--- config.mk ---
export PLATFORM = sky130hd
export DESIGN_NAME = bbox_scanner
export DESIGN_NICKNAME = d
export VERILOG_FILES = /design/src/rtl/bbox_scanner_pkg.sv /design/src/rtl/bbox_scanner.sv
export SDC_FILE = /design/constraint.sdc
export NUM_CORES = 1
export LEC_CHECK = 0
export CORE_MARGIN = 2
export CORE_UTILIZATION = 38
export DETAILED_ROUTE_END_ITERATION = 10
export GPL_TIMING_DRIVEN = 0
export PLACE_DENSITY = 0.7
export SETUP_SLACK_MARGIN = 0.1
export SLEW_MARGIN = 20
export SYNTH_ARGS = -nofsm -noshare
export SYNTH_HDL_FRONTEND = slang
export SYNTH_SLANG_ARGS = --single-unit
--- constraint.sdc ---
create_clock -name clk -period 12.1 [get_ports clk]
set_clock_uncertainty 0.1 [all_clocks]
set_input_delay 2.42 -clock clk [delete_from_list [all_inputs] [get_ports clk]]
set_output_delay 2.42 -clock clk [all_outputs]
set_load 0.005 [all_outputs]
--- src/rtl/bbox_scanner_pkg.sv ---
// Shared types for the bounding-box scanner: frame size constants,
// coordinate width and the three-vertex triangle bundle.
package bbox_scanner_pkg;

    localparam int FRAME_W = 512;
    localparam int FRAME_H = 384;
    localparam int CRD_W   = 16;

    typedef struct packed {
        logic signed [CRD_W-1:0] x;
        logic signed [CRD_W-1:0] y;
    } vtx_t;

    // Vertex 0 occupies the low bits.
    typedef vtx_t [2:0] tri_2d;

endpackage

--- src/rtl/bbox_scanner.sv ---
// Bounding-box scanner: accepts a triangle, clamps its bounding box to
// the frame and streams every pixel of that box in raster order.
//
// Ports:
//   clk, rst               clock, synchronous active-high reset
//   tri_valid/tri_ready    triangle handshake; tri_in vertices, col_in colour
//   out_valid/out_ready    pixel handshake; out_hcount/out_vcount coordinate
//   out_tri/out_col        triangle and colour held for the whole scan
//   out_last               final pixel of the triangle
//   busy                   high whenever not idle
//
// Build option: define BBOX_SCANNER_CULL_EN to add a one-cycle AREA
// state that drops zero-area (degenerate) triangles.
module bbox_scanner
    import bbox_scanner_pkg::*;
#(
    parameter int FRAME_WIDTH  = FRAME_W,
    parameter int FRAME_HEIGHT = FRAME_H,
    parameter int COORD_BITS   = CRD_W
) (
    input  logic                         clk,
    input  logic                         rst,
    input  logic                         tri_valid,
    output logic                         tri_ready,
    input  tri_2d                        tri_in,
    input  logic [15:0]                  col_in,
    output logic                         out_valid,
    input  logic                         out_ready,
    output logic signed [COORD_BITS-1:0] out_hcount,
    output logic signed [COORD_BITS-1:0] out_vcount,
    output tri_2d                        out_tri,
    output logic [15:0]                  out_col,
    output logic                         out_last,
    output logic                         busy
);

    typedef logic signed [COORD_BITS-1:0] crd_t;

`ifdef BBOX_SCANNER_CULL_EN
    typedef enum logic [1:0] {IDLE, SETUP, SCAN, AREA} state_t;
`else
    typedef enum logic [1:0] {IDLE, SETUP, SCAN} state_t;
`endif

    localparam crd_t XLIM = crd_t'(FRAME_WIDTH - 1);
    localparam crd_t YLIM = crd_t'(FRAME_HEIGHT - 1);

    function automatic crd_t smin(crd_t a, crd_t b);
        return (a < b) ? a : b;
    endfunction

    function automatic crd_t smax(crd_t a, crd_t b);
        return (a > b) ? a : b;
    endfunction

    // Clamped low edge of the box along one axis.
    function automatic crd_t lo3(crd_t a, crd_t b, crd_t c);
        return smax(crd_t'(0), smin(smin(a, b), c));
    endfunction

    // Clamped high edge of the box along one axis.
    function automatic crd_t hi3(crd_t a, crd_t b, crd_t c, crd_t lim);
        return smin(lim, smax(smax(a, b), c));
    endfunction

    state_t state, state_nxt;

    tri_2d       tri_q;
    logic [15:0] col_q;
    crd_t        hcount, vcount;
    crd_t        xmin, xmax, ymin, ymax;

    crd_t bx_lo, bx_hi, by_lo, by_hi;
    logic box_empty;
    logic at_end;

    assign bx_lo = lo3(tri_q[0].x, tri_q[1].x, tri_q[2].x);
    assign bx_hi = hi3(tri_q[0].x, tri_q[1].x, tri_q[2].x, XLIM);
    assign by_lo = lo3(tri_q[0].y, tri_q[1].y, tri_q[2].y);
    assign by_hi = hi3(tri_q[0].y, tri_q[1].y, tri_q[2].y, YLIM);

    assign box_empty = (bx_hi < bx_lo) || (by_hi < by_lo);
    assign at_end    = (hcount == xmax) && (vcount == ymax);

`ifdef BBOX_SCANNER_CULL_EN
    localparam int AW = 2 * COORD_BITS + 1;
    typedef logic signed [AW-1:0] wide_t;

    wide_t area;

    // Twice the signed triangle area; zero means collinear vertices.
    always_comb begin
        area = (wide_t'(tri_q[1].x) - wide_t'(tri_q[0].x))
             * (wide_t'(tri_q[2].y) - wide_t'(tri_q[0].y))
             - (wide_t'(tri_q[2].x) - wide_t'(tri_q[0].x))
             * (wide_t'(tri_q[1].y) - wide_t'(tri_q[0].y));
    end
`endif

    always_ff @(posedge clk) begin
        if (rst) begin
            state <= IDLE;
        end else begin
            state <= state_nxt;
        end
    end

    always_comb begin
        state_nxt = state;
        tri_ready = 1'b0;
        out_valid = 1'b0;
        out_last  = 1'b0;
        busy      = 1'b1;
        unique case (state)
            IDLE: begin
                busy      = 1'b0;
                tri_ready = 1'b1;
                if (tri_valid) begin
`ifdef BBOX_SCANNER_CULL_EN
                    state_nxt = AREA;
`else
                    state_nxt = SETUP;
`endif
                end
            end
`ifdef BBOX_SCANNER_CULL_EN
            AREA: begin
                state_nxt = (area == '0) ? IDLE : SETUP;
            end
`endif
            SETUP: begin
                state_nxt = box_empty ? IDLE : SCAN;
            end
            SCAN: begin
                out_valid = 1'b1;
                out_last  = at_end;
                if (out_ready && at_end) begin
                    state_nxt = IDLE;
                end
            end
            default: begin
                state_nxt = IDLE;
            end
        endcase
        // The state register only clears at the edge, so outputs are
        // masked for the whole reset cycle.
        if (rst) begin
            tri_ready = 1'b0;
            out_valid = 1'b0;
            out_last  = 1'b0;
            busy      = 1'b0;
        end
    end

    always_ff @(posedge clk) begin
        if (rst) begin
            tri_q  <= '0;
            col_q  <= '0;
            hcount <= '0;
            vcount <= '0;
            xmin   <= '0;
            xmax   <= '0;
            ymin   <= '0;
            ymax   <= '0;
        end else begin
            if (state == IDLE && tri_valid) begin
                tri_q <= tri_in;
                col_q <= col_in;
            end
            if (state == SETUP) begin
                xmin   <= bx_lo;
                xmax   <= bx_hi;
                ymin   <= by_lo;
                ymax   <= by_hi;
                hcount <= bx_lo;
                vcount <= by_lo;
            end
            if (state == SCAN && out_ready && !at_end) begin
                if (hcount == xmax) begin
                    hcount <= xmin;
                    vcount <= vcount + crd_t'(1);
                end else begin
                    hcount <= hcount + crd_t'(1);
                end
            end
        end
    end

    assign out_hcount = hcount;
    assign out_vcount = vcount;
    assign out_tri    = tri_q;
    assign out_col    = col_q;

endmodule
Word level (Yosys, flattened, before mapping)

Cells that the tools add are included.

Flip-flop bits (word level): 194
Output and inout port bits: 148
Input port bits: 116

Muxes and demuxes: 30
Add/subtract/negate cells: 2
Eq/ne operators: 6
Magnitude comparators: 14
Reduce and logical (&&, ||, !) cells: 10

Operators by type and width:

| operator                                                                        | count |
|---|---|
| 16-bit 2-to-1 mux                                                               | 18 |
| 16-bit less-than comparator                                                     | 6 |
| 16-bit greater-than comparator                                                  | 4 |
| 16-bit by 2-bit adder with 16-bit output, second input constant                 | 2 |
| 16-bit == test                                                                  | 2 |
| 1-bit by 16-bit greater-than comparator with 1-bit output, first input constant | 2 |
| 10-bit by 16-bit less-than comparator with 1-bit output, first input constant   | 2 |
| 1-bit 2-to-1 mux                                                                | 8 |
| 2-bit 2-to-1 mux                                                                | 3 |
| 2-bit case mux with 3 select lines                                              | 1 |
| 1-bit logical AND                                                               | 5 |
| 2-bit != test, second input constant                                            | 2 |
| 2-bit by 1-bit == test with 1-bit output, second input constant                 | 1 |
| 2-bit == test, second input constant                                            | 1 |
| 2-bit logical NOT                                                               | 1 |
| 2-bit AND reduction                                                             | 1 |
| 2-bit nonzero test                                                              | 1 |
| 1-bit logical NOT                                                               | 1 |
| 1-bit logical OR                                                                | 1 |

Depth between registers and ports, before layout

Gate-level depths: netlist (run 1).

Depth in word-level cells: 10
Mapped depth: 37

Least setup slack after synthesis (run 1)

Ideal clock, no wire load.

Path type: flip-flop to flip-flop
Start point: register tri_q, in the netlist out_tri[47]
End point: register state[1]
Cell stages (with the launch flop): 36
Library setup time: 0.117 ns
Path buffers: 5
Period minus slack after synthesis: 8.258 ns
Data arrival time: 8.041 ns
Data required time: 11.883 ns
Setup slack: 3.842 ns
Path through: dfxtp_1 -> inv_1 -> ha_1 -> buf_6 -> nand4_2 -> a2111o_1 -> nand3_2 -> mux2_4 -> buf_6 -> buf_2 -> mux2_2 -> ha_1 -> o21a_1 -> o21a_1 -> o21ai_0 -> a21oi_1 -> o31a_1 -> clkbuf_1 -> nor2_1 -> a21oi_1 -> or4_1 -> or4_1 -> ha_1 -> clkbuf_1 -> inv_1 -> and2_1 -> ha_1 -> a21o_1 -> a21o_1 -> a21o_1 -> a21o_1 -> a21o_1 -> a2111oi_0 -> and4b_1 -> nand4b_1 -> a32o_1

Word-level cells in the longest chain between the ends: 10
Elaborated cells between the ends (all ways): 16
Classes of those cells: order compare: 7; mux: 8; reduce/logical: 1

RTL lines:

| element                                                 | RTL line            | RTL |
|---|---|---|
| start, declared                                         | bbox_scanner.sv:68  | `tri_2d tri_q;` |
| start signal, assigned                                  | bbox_scanner.sv:167 | `tri_q <= tri_in;` |
| 16-bit greater-than comparator                          | bbox_scanner.sv:53  | `return (a > b) ? a : b;` |
| 16-bit 2-to-1 mux *                                     | bbox_scanner.sv:53  |  |
| 16-bit greater-than comparator                          | bbox_scanner.sv:53  |  |
| 16-bit 2-to-1 mux *                                     | bbox_scanner.sv:53  |  |
| 10-bit by 16-bit less-than comparator with 1-bit output | bbox_scanner.sv:49  | `return (a < b) ? a : b;` |
| 16-bit 2-to-1 mux *                                     | bbox_scanner.sv:49  |  |
| via by_hi[9]                                            | bbox_scanner.sv:73  | `crd_t bx_lo, bx_hi, by_lo, by_hi;` |
| 16-bit less-than comparator *                           | bbox_scanner.sv:82  | `assign box_empty = (bx_hi < bx_lo) \|\| (by_hi < by_lo);` |
| 1-bit logical OR *                                      | bbox_scanner.sv:82  |  |
| 2-bit 2-to-1 mux *                                      | bbox_scanner.sv:132 | `state_nxt = box_empty ? IDLE : SCAN;` |
| 2-bit case mux with 3 select lines *                    | bbox_scanner.sv:114 | `unique case (state)` |
| end signal, assigned                                    | bbox_scanner.sv:104 | `state <= state_nxt;` |
| end, declared                                           | bbox_scanner.sv:66  | `state_t state, state_nxt;` |

The timed path passes the listed nets; every way through them passes the cells marked *.
A chain may end at the register's enable or synchronous reset.

Worst setup path after layout (run 1)

Start point: register tri_q, in the netlist out_tri[33]
End point: register state[1]

Same word-level chain as after synthesis.

==> metrics.txt, run 1 <==
worst-skew pair later-pin latency=about 460 ps; NetSw=~1.6 mW; Crit path required time=12350 ps; CTS tree=yes; core area=32700 sq um; Adder-Cell Fraction of Synth Area=0.127; RSZ-0062 raised after global routing=no; P&R area growth vs syn=29.7%; DRT Pass-1 Iters=6; vias per cell=~5.5; Starting Density=0.388; most frequent cells in the layout=nand2_1 (302), clkdlybuf4s50_1 (262), a21oi_1 (220); P per Cell Area=between 200 and 250 nW/um^2; vias in the first global route=approximately 13000; pin count of the biggest net entering global routing=17; Comb pwr share=0.593; Max Clk Rate=just over 0.1 GHz; Crit-path slowest cell=a2111oi_0; compound-cell area share of the yosys netlist=0.198; most frequent CP cell=a21o_1; Synth Area in Simple Gates=0.218; largest fanout on the critical path=10; count of cell types in the netlist=66; type of destination of the critical path=register; Clock Path Buffers=2; synthesized flop and latch total=around 190; Fin. Hold Viols=0; most common cell after layout, fill and taps aside=nand2_1; TritonCTS sink count=194; Most used DFF post-synth=dfxtp_1; share of total power in the clock network=0.169; critical path class=register to register; Wirelength per Cell=a little under 20 microns; nets@finish=2188; Site Rows=66; top-area cell type share of the netlist area=0.306; final WL=between 40000 and 50000 microns; fraction of registers with async set/reset=0; Max Cap Violations=0; Worst Tran Pin Value=a little over 900 ps; GPL Wtd Cong=~0.94; input/output buffers=262; sequential share of the synthesized area=0.306; number of synthesis warnings=0; H-tree levels=4; global-route wire length before repair=roughly 72000 microns; post-route setup slack=about 2300 ps; post-synthesis mux area share=0.0623; initial DRC count=roughly 1200; Cells after Synth=about 1700; Setup violations, final=0; mapped cell area=12700 sq um; xor and xnor area share after synthesis=0.0283; I/O pins=264; DRT antenna net count=0; Remaining DRCs=0; Power Internal=1.87 mW; Tcrit/Tclk final=0.811; Lkg Pwr=6.63 nW; Post-DP HPWL=between 30000 and 40000 microns; CTS Hold Bufs=0; sequential fraction of design power=0.238; leading area contributor after synthesis=dfxtp_1; largest family of logic cells by synthesized area=simple AND/OR/NAND/NOR gates; Die H=between 150 and 200 microns; crit path launch type=register; Worst IR Drop VDD=about 0.00012 V; final cell count without fillers=between 2000 and 2500; initial antenna violation count=0; Slew Limit Fails=0; Post-synth EDFFs=0; Vias=~13000; share of cells above drive strength 1=0.0481; GRT Total Usage=0.263; fill cell count=around 3200; postcts setup bufs=0; Die X=about 190 microns; Synth Area per Inst=roughly 7.6 sq um; Ant. Diodes=0; cts bufs inserted=17; clk slew on worst S/H paths=about 70 ps; outcome=completed; Overflow after GRT=0; crit path time final=~10000 ps; Final Util=0.503; post-CTS sizing=0; DP Worst Slack=roughly 2400 ps; Clock Tree Root=clkbuf_16; WP data arrival=10070 ps; synth top area cells=dfxtp_1 (31%), ha_1 (13%), nand2_1 (8.9%); Placed Instances=2366; CP peak stage delay=830 ps; setup_tns=0 ps; switching share of power=0.458; Slew HR=0.370; Worst Hold Class=register to register; die area=around 35000 sq um
==> final timing paths <==
check                            startpoint        to  cells after the start  slack, ps
worst max-delay path            out_tri[33]  state[1]                     36       2290
worst min-delay path                xmin[7]   xmin[7]                      2        360
worst max register to register  out_tri[33]  state[1]                     36       2290
worst min register to register      xmin[7]   xmin[7]                      2        360
==> metal layers <==
| metal | global-route usage | share of wire | up-vias |
|---|---|---|---|
| met4 | 0.0647 | 0.014 | 0 |
| met3 | 0.0534 | 0.076 | 48 |
| li1 | - | - | 6448 |
| met5 | 0 | 0 | - |
| met1 | 0.358 | 0.46 | 6215 |
| met2 | 0.425 | 0.45 | 497 |
==> flip-flops by register name, indices dropped and copies added (netlist names) <==
signal and flops:
out_col 16, out_hcount 16, out_tri 96, out_vcount 16
state 2, xmax 16, xmin 16, ymax 16
==> synthesized netlist by cell type, types with 3 or more instances <==
library cell	instances
a2111oi_0	4
a211o_1	11
a211oi_1	7
a21o_1	18
a21oi_1	220
a221oi_1	3
a2bb2oi_1	3
a31oi_1	31
a32oi_1	14
and2_1	9
and3_1	19
and4_1	3
buf_1	6
buf_2	8
clkbuf_1	81
dfxtp_1	194
ha_1	129
inv_1	99
mux2_2	35
mux2_4	3
mux2i_1	35
nand2_1	302
nand2b_1	5
nand3_1	28
nand3b_1	3
nand4_1	28
nor2_1	86
nor2b_1	15
nor3_1	45
nor3b_1	13
nor4_1	19
o211ai_1	5
o21a_1	5
o21ai_0	57
o21ai_1	3
o22ai_1	20
o41ai_1	3
or2_2	9
or3_1	8
or4_1	4
xnor2_1	3
xor2_1	38
==> power groups by stage <==
stage,combinational [mW],sequential (mW),clock (mW)
final,2.04,0.820,0.583
after global routing,2.25,0.831,0.613
after CTS,2.00,0.819,0.587
after detailed placement,1.99,0.833,0
after global placement,1.95,0.830,0
after floorplan,1.38,0.800,0
==> area by class of cell <==
cell class	count	area, sq um	area share
Clock inverter	11	128	0.00776
Inverter	99	372	0.0226
Clock buffer	20	457	0.0278
Tap cell	442	553	0.0336
Multi-Input combinational cell	1272	8040	0.489
Timing Repair Buffer	262	2620	0.159
Buffer	97	389	0.0237
Sequential cell	194	3880	0.236
==> through the flow <==
stage          power [mW]  instance area [sq um]  hold WS (ps)
6_report             3.44                  16400           358
3_3_place_gp         2.78                  15900           341
4_1_cts              3.41                  16400           357
2_1_floorplan        2.19                  12700           336
5_1_grt              3.70                  16400           373
3_5_place_dp         2.82                  15900           347
==> worst max-delay path: cells and delay by family (launching register included) <==
kind,cells,cell delay [ps]
flip-flops,1,430
AO/OA/AOI/OAI,12,3040
buffers and inverters,8,2060
multiplexers,3,1030
adder cells (fa/ha/maj),4,1290
AND/OR/NAND/NOR,9,1750
==> logic make-up (layout without fill, tap and decap cells) <==
| kind of cell | after synthesis | count (layout) |
|---|---|---|
| adders and majority gates | 129 | 129 |
| muxes | 73 | 73 |
| AOI/OAI and AO/OA | 424 | 424 |
| and+or+nand+nor | 603 | 603 |
| DFF | 194 | 194 |
| other | 1 | 2 |
| buffers and inverters | 196 | 489 |
| xor gates and xnor gates | 41 | 41 |
No activity file was read; power rests on OpenSTA's default activity.
==> run 2, diff against run 1 <==
--- a/config.mk
+++ b/config.mk
@@ -9,7 +9,7 @@
 export CORE_UTILIZATION = 38
 export DETAILED_ROUTE_END_ITERATION = 10
 export GPL_TIMING_DRIVEN = 0
-export PLACE_DENSITY = 0.7
+export PLACE_DENSITY = 0.73
 export SETUP_SLACK_MARGIN = 0.1
 export SLEW_MARGIN = 20
 export SYNTH_ARGS = -nofsm -noshare
==> constraint.sdc (replaced) <==
create_clock -name clk -period 8.5 [get_ports clk]
set_clock_uncertainty 0.1 [all_clocks]
set_input_delay 1.7 -clock clk [delete_from_list [all_inputs] [get_ports clk]]
set_output_delay 1.7 -clock clk [all_outputs]
set_load 0.005 [all_outputs]
==> metrics.txt, run 2 (synthesized netlist as in run 1, its figures left out) <==
die area=34800 sq um (unchanged); worst hold stages=2 (unchanged); I/O pins=264 (unchanged); Placed Instances=2366 (unchanged); total power=5.11 mW (+48%); Worst Hold Class=register to register; Lkg Pwr=6.74 nW (+1.6%); Overflow after GRT=0 (unchanged); input/output buffers=262 (unchanged); DP Worst Slack=-1240 ps (-3670 ps); most frequent cells in the layout=nand2_1 (302), clkdlybuf4s50_1 (262), a21oi_1 (219); crit path time final=8170 ps (-1640 ps); GPL Wtd Cong=0.973 (+3.5%); hold path endpoint=xmin[5]; P per Cell Area=305 nW/um^2 (+46%); Fin. Hold Viols=0 (unchanged); DRT antenna net count=0 (unchanged); DRT Pass-1 Iters=8 (+2); Ant. Diodes=0 (unchanged); Setup violations, final=0 (unchanged); most frequent CP cell=a21o_1; outcome=completed; Clock Tree Root=clkbuf_16; global-route wire length before repair=73500 microns (+2.1%); nets@finish=2201 (+0.59%); final cell count without fillers=2411 (+0.58%); Remaining DRCs=0 (unchanged); most common cell after layout, fill and taps aside=nand2_1; TritonCTS sink count=194 (unchanged); Hold Slack=358 ps (-0.0800 ps); clk slew on worst S/H paths=80 ps (about the same); CTS tree=yes; setup_tns=0 ps (unchanged); Worst Tran Pin Value=851 ps (-70.7 ps); worst-skew pair later-pin latency=450 ps (about the same); R2R Setup Slk=330 ps (-1960 ps); R2R Path End=state[1]; Site Rows=66 (unchanged); P&R area growth vs syn=32.2%; Slew Limit Fails=0 (unchanged); Vias=13500 (+2.0%); crit path launch type=register; type of destination of the critical path=register; H-tree levels=4 (unchanged); Die H=187 microns (unchanged); post-route setup slack=329 ps (-1960 ps); area post-placement=15900 sq um (unchanged); Max Cap Violations=0 (unchanged); RSZ-0062 raised after global routing=no; HP Start=xmin[5]; final WL=47600 microns (+1.4%); share of cells above drive strength 1=0.0772 (+0.0291); GRT Total Usage=0.265 (+0.00183); number of flip-flops in the largest register=96 (unchanged); vias per cell=5.59 (+1.4%); CTS Hold Bufs=0 (unchanged); Clock Path Buffers=2 (unchanged); Crit path required time=8730 ps (-3620 ps); RR Startpoint=out_tri[33]; Design Area, Final=16800 sq um (+1.9%); WP data arrival=8410 ps (-1660 ps); Slew HR=0.433 (+0.0630); core area=32700 sq um (unchanged); critical path class=register to register; Max Clk Rate=0.122 GHz (+20%); Worst IR Drop VDD=0.000138 V (+19%); Final Util=0.513 (+0.00972); Starting Density=0.388 (unchanged); CP peak stage delay=540 ps (-290 ps); R2R cell count=36 (unchanged); Tcrit/Tclk final=0.961 (+0.150); initial DRC count=1480 (+26%); Post-DP HPWL=37700 microns (+0.23%); largest fanout on the critical path=10 (unchanged); Wirelength per Cell=19.8 microns (+0.84%); pin count of the biggest net entering global routing=20 (+3); Die X=187 microns (unchanged); initial antenna violation count=0 (unchanged); vias in the first global route=12900 (+1.8%); cts bufs inserted=17 (unchanged); Crit-path slowest cell=or4_4
run 2: worst max path at each step:
| stage | slack, ps | start | end | depth (start not counted) |
|---|---|---|---|---|
| 2_1_floorplan | 240 | out_tri[47] | state[1] | 35 |
| 3_3_place_gp | -1040 | out_tri[47] | state[1] | 36 |
| 4_1_cts | 100 | out_tri[63] | state[1] | 31 |
| 6_report | 330 | out_tri[33] | state[1] | 36 |
| 5_1_grt | 80 | out_tri[33] | state[1] | 36 |
| 3_5_place_dp | -1240 | out_tri[47] | state[1] | 36 |
run 2: final cells by class:
class	count	area, sq um
multi-input combinational	1272	8190
clock inverter	14	141
sequential	194	3920
buffer	97	433
timing repair buffer	275	2720
fill	3168	15900
tap	442	553
inverter	99	372
clock buffer	18	429
run 2: what timing repair did:
item,in CTS,in global routing
gates cloned,0,0
endpoints found under the setup margin,1,1
setup buffers,1,12
gates resized for setup,28,50
pin swaps,4,11
endpoints found under the hold margin,0,0
run 2: metal layers:
metal / global-route usage / up-vias / wire length, microns / part of all wire
li1: - / 6455 / - / -
met1: 0.357 / 6306 / 21000 / 0.44
met2: 0.427 / 646 / 21200 / 0.45
met3: 0.0544 / 65 / 4250 / 0.089
met4: 0.0781 / 0 / 1170 / 0.025
met5: 0 / - / 0 / 0
run 2: critical path: cells and delay by family (launching register included):
family,cells,cell delay (ps)
mux,3,870
fa+ha+maj,4,1220
buf+inv,8,1110
simple gates,9,1700
flops,1,380
compound gates,12,2680
run 2: power breakdown:
group | switching, mW | internal (mW) | total, mW
Combinational | 1.79 | 1.33 | 3.12
Clock | 0.426 | 0.392 | 0.818
Sequential | 0.150 | 1.02 | 1.17
